<file path="config.mk">
export PLATFORM = sky130hd
export DESIGN_NAME = port_bank_flat
export DESIGN_NICKNAME = d
export VERILOG_FILES = /design/src/rtl/port_bank_pkg.sv /design/src/rtl/port_bank_if.sv /design/src/rtl/port_bank_input_sync.sv /design/src/rtl/port_bank.sv /design/src/flat_wrapper.sv
export SDC_FILE = /design/constraint.sdc
export NUM_CORES = 1
export LEC_CHECK = 0
export CORE_UTILIZATION = 48
export DETAILED_ROUTE_END_ITERATION = 7
export HOLD_SLACK_MARGIN = 0.15
export PLACE_DENSITY = 0.75
export SYNTH_ARGS = -nofsm -noshare
export SYNTH_HDL_FRONTEND = slang
export SYNTH_SLANG_ARGS = --single-unit
</file>
<file path="constraint.sdc">
create_clock -name mclk -period 2.25 [get_ports mclk]
set_input_delay 0.45 -clock mclk [delete_from_list [all_inputs] [get_ports mclk]]
set_output_delay 0.45 -clock mclk [all_outputs]
set_load 0.02 [all_outputs]
</file>
<file path="src/rtl/port_bank_pkg.sv">
// Shared word width, address-map offsets and address decode for the port bank.
package port_bank_pkg;

   localparam int WORD_SIZE  = 16;
   // Offsets of the read-only registers, relative to the first address after the output ports.
   localparam int STATUS_OFS = 0;
   localparam int FLAG_OFS   = 1;

   typedef enum logic [1:0] {
      RGN_OUT,
      RGN_STATUS,
      RGN_FLAGS,
      RGN_NONE
   } region_e;

   function automatic region_e decode_region(input logic [31:0] addr, input logic [31:0] num_out);
      region_e rgn;
      rgn = RGN_NONE;
      if (addr < num_out) begin
         rgn = RGN_OUT;
      end else if (addr == num_out + 32'(STATUS_OFS)) begin
         rgn = RGN_STATUS;
      end else if (addr == num_out + 32'(FLAG_OFS)) begin
         rgn = RGN_FLAGS;
      end
      return rgn;
   endfunction

endpackage

</file>
<file path="src/rtl/port_bank_if.sv">
// CPU-side port bus of the port bank: address, write data, strobes and read data.
interface port_bank_if
   import port_bank_pkg::*;
#(
   parameter int WORD_SIZE = port_bank_pkg::WORD_SIZE
);
   logic [WORD_SIZE-1:0] portaddr;
   logic [WORD_SIZE-1:0] portval;
   logic                 portset;
   logic                 portget;
   logic [WORD_SIZE-1:0] portout;

   modport master (
      output portaddr,
      output portval,
      output portset,
      output portget,
      input  portout
   );

   modport slave (
      input  portaddr,
      input  portval,
      input  portset,
      input  portget,
      output portout
   );
endinterface

</file>
<file path="src/rtl/port_bank_input_sync.sv">
// Two-flop synchronizer for one button bit, with a rising-edge flag on the synchronized level.
module input_sync (
   input  logic clk,
   input  logic srst,
   input  logic async_in,
   output logic level,
   output logic rise
);
   logic meta_q, meta_d;
   logic sync_q, sync_d;
   logic prev_q, prev_d;

   always_comb begin
      meta_d = async_in;
      sync_d = meta_q;
      prev_d = sync_q;
   end

   always_ff @(posedge clk) begin
      if (srst) begin
         meta_q <= 1'b0;
         sync_q <= 1'b0;
         prev_q <= 1'b0;
      end else begin
         meta_q <= meta_d;
         sync_q <= sync_d;
         prev_q <= prev_d;
      end
   end

   assign level = sync_q;
   assign rise  = sync_q & ~prev_q;
endmodule

</file>
<file path="src/rtl/port_bank.sv">
// Bank of CPU-writable output ports, button status/sticky-flag registers and a display channel mux.
module port_bank
   import port_bank_pkg::*;
#(
   parameter int WORD_SIZE = port_bank_pkg::WORD_SIZE,
   parameter int NUM_OUT   = 4,
   parameter int NUM_IN    = 4,
   localparam int SEL_W    = $clog2(NUM_OUT)
) (
   input  logic                 mclk,
   input  logic                 rst,
   port_bank_if.slave           bus,
   input  logic [NUM_IN-1:0]    btn,
   input  logic [SEL_W-1:0]     show_sel,
   output logic [WORD_SIZE-1:0] show_val,
   output logic                 show_stb
);
   logic [WORD_SIZE-1:0] regs_q [NUM_OUT];
   logic [WORD_SIZE-1:0] regs_d [NUM_OUT];
   logic [NUM_IN-1:0]    flag_q, flag_d;
   logic [WORD_SIZE-1:0] portout_q, portout_d;
   logic [WORD_SIZE-1:0] show_val_q, show_val_d;
   logic                 show_stb_q, show_stb_d;

   logic [NUM_IN-1:0]    btn_level;
   logic [NUM_IN-1:0]    btn_rise;
   region_e              region;
   logic [SEL_W-1:0]     idx;
   logic [WORD_SIZE-1:0] rd_data;
   logic                 flag_clr;
   logic                 sel_valid;

   generate
      for (genvar gi = 0; gi < NUM_IN; gi++) begin : g_sync
         input_sync u_sync (
            .clk      (mclk),
            .srst     (rst),
            .async_in (btn[gi]),
            .level    (btn_level[gi]),
            .rise     (btn_rise[gi])
         );
      end
   endgenerate

   assign region    = decode_region(32'(bus.portaddr), 32'(NUM_OUT));
   assign idx       = bus.portaddr[SEL_W-1:0];
   assign sel_valid = 32'(show_sel) < 32'(NUM_OUT);

   always_comb begin
      regs_d = regs_q;
      if (bus.portset && region == RGN_OUT) begin
         regs_d[idx] = bus.portval;
      end

      // Reads use the pre-write register contents, so a same-cycle read/write returns the old value.
      rd_data = '0;
      case (region)
         RGN_OUT:    rd_data = regs_q[idx];
         RGN_STATUS: rd_data[NUM_IN-1:0] = btn_level;
         RGN_FLAGS:  rd_data[NUM_IN-1:0] = flag_q;
         default:    rd_data = '0;
      endcase
      portout_d = bus.portget ? rd_data : portout_q;

      // A rise arriving with the clearing read survives it.
      flag_clr = bus.portget && region == RGN_FLAGS;
      flag_d   = (flag_clr ? '0 : flag_q) | btn_rise;

      show_val_d = sel_valid ? regs_q[show_sel] : '0;
      show_stb_d = show_val_d != show_val_q;
   end

   always_ff @(posedge mclk) begin
      if (rst) begin
         regs_q     <= '{default: '0};
         flag_q     <= '0;
         portout_q  <= '0;
         show_val_q <= '0;
         show_stb_q <= 1'b0;
      end else begin
         regs_q     <= regs_d;
         flag_q     <= flag_d;
         portout_q  <= portout_d;
         show_val_q <= show_val_d;
         show_stb_q <= show_stb_d;
      end
   end

   assign bus.portout = portout_q;
   assign show_val    = show_val_q;
   assign show_stb    = show_stb_q;
endmodule

</file>
<file path="src/flat_wrapper.sv">
// flat-port wrapper written by rule: the top's interface ports become plain ports
module port_bank_flat import port_bank_pkg::*;
#(
   parameter int WORD_SIZE = port_bank_pkg::WORD_SIZE,
   parameter int NUM_OUT   = 4,
   parameter int NUM_IN    = 4,
   localparam int SEL_W    = $clog2(NUM_OUT)
)
  (mclk, rst, btn, show_sel, show_val, show_stb, bus_portaddr, bus_portval, bus_portset, bus_portget, bus_portout);
  port_bank_if #(.WORD_SIZE(WORD_SIZE)) bus_i ();
  input  logic mclk;
  input  logic rst;
  input  logic [NUM_IN-1:0] btn;
  input  logic [SEL_W-1:0] show_sel;
  output logic [WORD_SIZE-1:0] show_val;
  output logic show_stb;
  input wire logic [$bits(bus_i.portaddr)-1:0] bus_portaddr;
  input wire logic [$bits(bus_i.portval)-1:0] bus_portval;
  input wire logic [$bits(bus_i.portset)-1:0] bus_portset;
  input wire logic [$bits(bus_i.portget)-1:0] bus_portget;
  output wire logic [$bits(bus_i.portout)-1:0] bus_portout;
  assign bus_i.portaddr = bus_portaddr;
  assign bus_i.portval = bus_portval;
  assign bus_i.portset = bus_portset;
  assign bus_i.portget = bus_portget;
  assign bus_portout = bus_i.portout;
  port_bank #(.WORD_SIZE(WORD_SIZE), .NUM_OUT(NUM_OUT), .NUM_IN(NUM_IN)) u_core (.mclk(mclk), .rst(rst), .bus(bus_i), .btn(btn), .show_sel(show_sel), .show_val(show_val), .show_stb(show_stb));
endmodule
</file>
==> impl_results.md <==
* CP Class: in -> reg
* Max-cap violations at 0
* Static leakage at 2.55 nW
* Syn Nets at 469
* Initial Utilization at 49.7%
* # DRC at 0
* R2R Path Start: u_core.regs_q[13]$_SDFFE_PP0P_
* Post-Syn Area at 4880 um^2
* RR Endpoint: u_core.show_stb$_SDFF_PP0_
* DR vias/cell at 5.41
* First-pass DRT Iterations at 4
* Row cnt at 36
* Final min period at 2.08 ns
* Hold crit path type: in -> reg
* Setup TNS at 0 ns
* Sequential-to-total area share from yosys stat at 46.4%
* DPL Wire Length at 7890 um
* IR drop worst, VDD at 0.460 mV
* Post-CTS Hold Fix Bufs at 0
* FMAX at 481 MHz
* Placer Congestion at 0.795
* Final Hold Viols at 0
* Largest net degree at the start of global routing at 95
* Initial antenna violation count at 0
* Fill count at 773
* Netlist cell types at 25
* CTS sink count at 113
* Data required time of the worst path at 2.62 ns
* Worst slew margin at 73.3%
* Top post-synthesis cells by area: dfxtp_1, mux4_2, mux2i_1, nor2_1, nor2b_1
* CP Max Fanout at 9
* Post-CTS resize count at 0
* Clk_lat worst skew at 0.51 ns
* Max Root-Sink Buffers at 2
* Max Clock Skew at 0.00916 ns
* Post-synth top area cell: dfxtp_1
* Most Frequent Cell on Critical Path: buf_12
* Reg area at 2260 um^2
* Critical Path AT at 2.45 ns
* Flop2flop setup slack at 0.60 ns
* Avg WL per Cell at 17.8 um
* First-pass GRT wire length at 18700 um
* Tot GR Track Use at 24.4%
* GR Layer Usage met2 at 41.7%
* Clock root cell: clkbuf_8
* Initial DRC Count at 148
* CTS tree: done
* Syn Inst Count at 427
* Hold depth at 2
* Post-CTS Setup Inserts at 0
* Synth Register Bits at 113
* Cell total after placement at 636
* CTS Buf Count at 17
* Setup crit start: show_sel[0]
* Nets at 564
* Yosys warns at 0
* Vias at 3606
* GR peak layer: met2
* Cell Pwr Density at 735 nW/um^2
* Reg2Reg Depth at 4
* Vias in the first global route at 3696
* Ports at 75
* Hold WS at 0.312 ns
* Clock-pin slew on the worst setup and hold paths at 0.05 ns
* Syn Area/Cell at 11.4 um^2
* Worst setup SP type: input pin
* Hold worst-path end: u_core.g_sync[0].u_sync.level$_SDFF_PP0_
* DRT Wirelength at 11900 um
* Met1 Usage GRT at 29.0%
* RSZ-0062 raised after global routing: false
* H-Tree Depth at 4
* Part of the cycle the worst path needs at 92.4%
* Die Area at 10600 um^2
* Die H at 103 um
* Final worst slack at 0.170 ns
* Post-Layout Cell Count at 667
* Overflow left after global routing at 0
* Critical Path, Cell by Cell: clkdlybuf4s50_1, buf_12, buf_12, mux4_2, xor2_1, nor4_1, a41oi_1
* Die W at 103 um
* Final Max Tran Viols at 0
* Top cell type's share of synthesized area at 46.4%
* Worst path max stage delay at 0.52 ns
* Met3 Use GR at 5.76%
* Layout cells sized above 1 at 18.5%
* CP endpoint kind: flop
* Port Buf Inserts at 74
* Routed Antenna Nets at 0
* Setup Slack @ Placement at -0.329 ns
* Synth-to-Final Area Change at 34.4%
* Final setup viols at 0
* # diodes at 0
* Worst Tran Pin Value at 0.400 ns
* Critical path's slowest cell: mux4_2
* Outcome: finished, final reports clean
* Core Region at 9820 um^2
* Multi-input gate area at 2410 um^2
* Hold path startpoint: rst
-- cell families (layout without fill, tap and decap cells) --
family          count (synthesis)  after routing  share of synthesized area (%)
simple gates                  137            137                           14.7
flops                         113            113                           46.4
buf+inv                        39            146                           4.11
xor+xnor                       16             16                           2.87
compound gates                 26             26                           3.98
mux                            96             96                           27.9
-- how the worst max path moves through the flow --
stage                            endpoint  slack, ns  cells past startpoint
3_3_place_gp   u_core.show_stb$_SDFF_PP0_      -0.30                      7
2_1_floorplan  u_core.show_stb$_SDFF_PP0_       0.07                      6
6_report       u_core.show_stb$_SDFF_PP0_       0.17                      7
4_1_cts        u_core.show_stb$_SDFF_PP0_       0.20                      7
3_5_place_dp   u_core.show_stb$_SDFF_PP0_      -0.33                      7
5_1_grt        u_core.show_stb$_SDFF_PP0_       0.12                      7
-- stage by stage --
stage	instance area, um^2	utilization, %	power [mW]
6_report	6550	66.7	4.81
5_1_grt	6550	66.7	4.97
4_1_cts	6550	66.7	4.85
3_5_place_dp	5980	60.9	2.32
3_3_place_gp	5980	60.9	2.32
2_1_floorplan	4880	-	2.17
-- state kept, by name, summed over array words and instances, names as in the netlist --
signal,count
u_core.g_sync.u_sync.level,4
u_core.regs_q,64
u_core.bus.portout,16
u_core.flag_q,4
u_core.g_sync.u_sync.meta_q,4
u_core.show_stb,1
u_core.show_val,16
u_core.g_sync.u_sync.prev_q,4
-- cells in the final DEF (no fill, tap or decap), types with 2 or more instances in the layout --
cell type        count
nor2b_1             28
buf_4               19
clkbuf_8             4
o21ai_0              4
nor4_1               5
nand3_1              5
bufinv_16            2
mux2i_1             64
nor3_1               3
buf_12              11
nand2_1              8
mux4_2              32
clkinvlp_4           4
inv_1               11
clkinv_2             4
clkbuf_16           16
clkdlybuf4s50_1     73
nor2_1              80
dfxtp_1            113
xor2_1              16
a22o_1               4
a22oi_1             16
nor4_4               5
-- cells in the mapped netlist --
library cell  instances
dfxtp_1             113
a22o_1                4
nand4_4               1
nor4_1                5
clkbuf_1             15
buf_6                 6
buf_2                 4
nand3_1               5
nor3_1                3
nand2_1               8
or4_1                 1
a2111oi_1             1
a41oi_1               1
nor2b_1              28
inv_1                11
a22oi_1              16
buf_4                 1
o21ai_0               4
mux2i_1              64
nand2b_1              1
buf_1                 2
mux4_2               32
nor2_1               80
xor2_1               16
nor4_4                5
-- cell type report --
type	instances	area share (%)
Timing Repair Buffer	104	16.8
Clock buffer	21	7.01
Sequential cell	113	34.5
Multi-Input combinational cell	275	36.8
Clock inverter	10	1.68
Tap cell	133	2.54
Inverter	11	0.630
-- layer usage --
metal,up-vias,part of all wire (%)
met5,-,0
met4,0,1.7
met3,19,6.0
met2,127,50
met1,1752,42
li1,1708,-
-- power breakdown --
| group | switching (mW) | internal (mW) | total [mW] |
|---|---|---|---|
| combinational | 0.125 | 0.137 | 0.262 |
| clock | 0.887 | 1.64 | 2.53 |
| sequential | 0.00488 | 2.02 | 2.02 |
-- worst max-delay path: cells and delay by family --
family / cells / cell delay, ns
buffers and inverters: 3 / 0.80
multiplexers: 1 / 0.52
AND/OR/NAND/NOR: 1 / 0.35
XOR/XNOR: 1 / 0.16
AO/OA/AOI/OAI: 1 / 0.16
(Power assumes the default switching activity.)
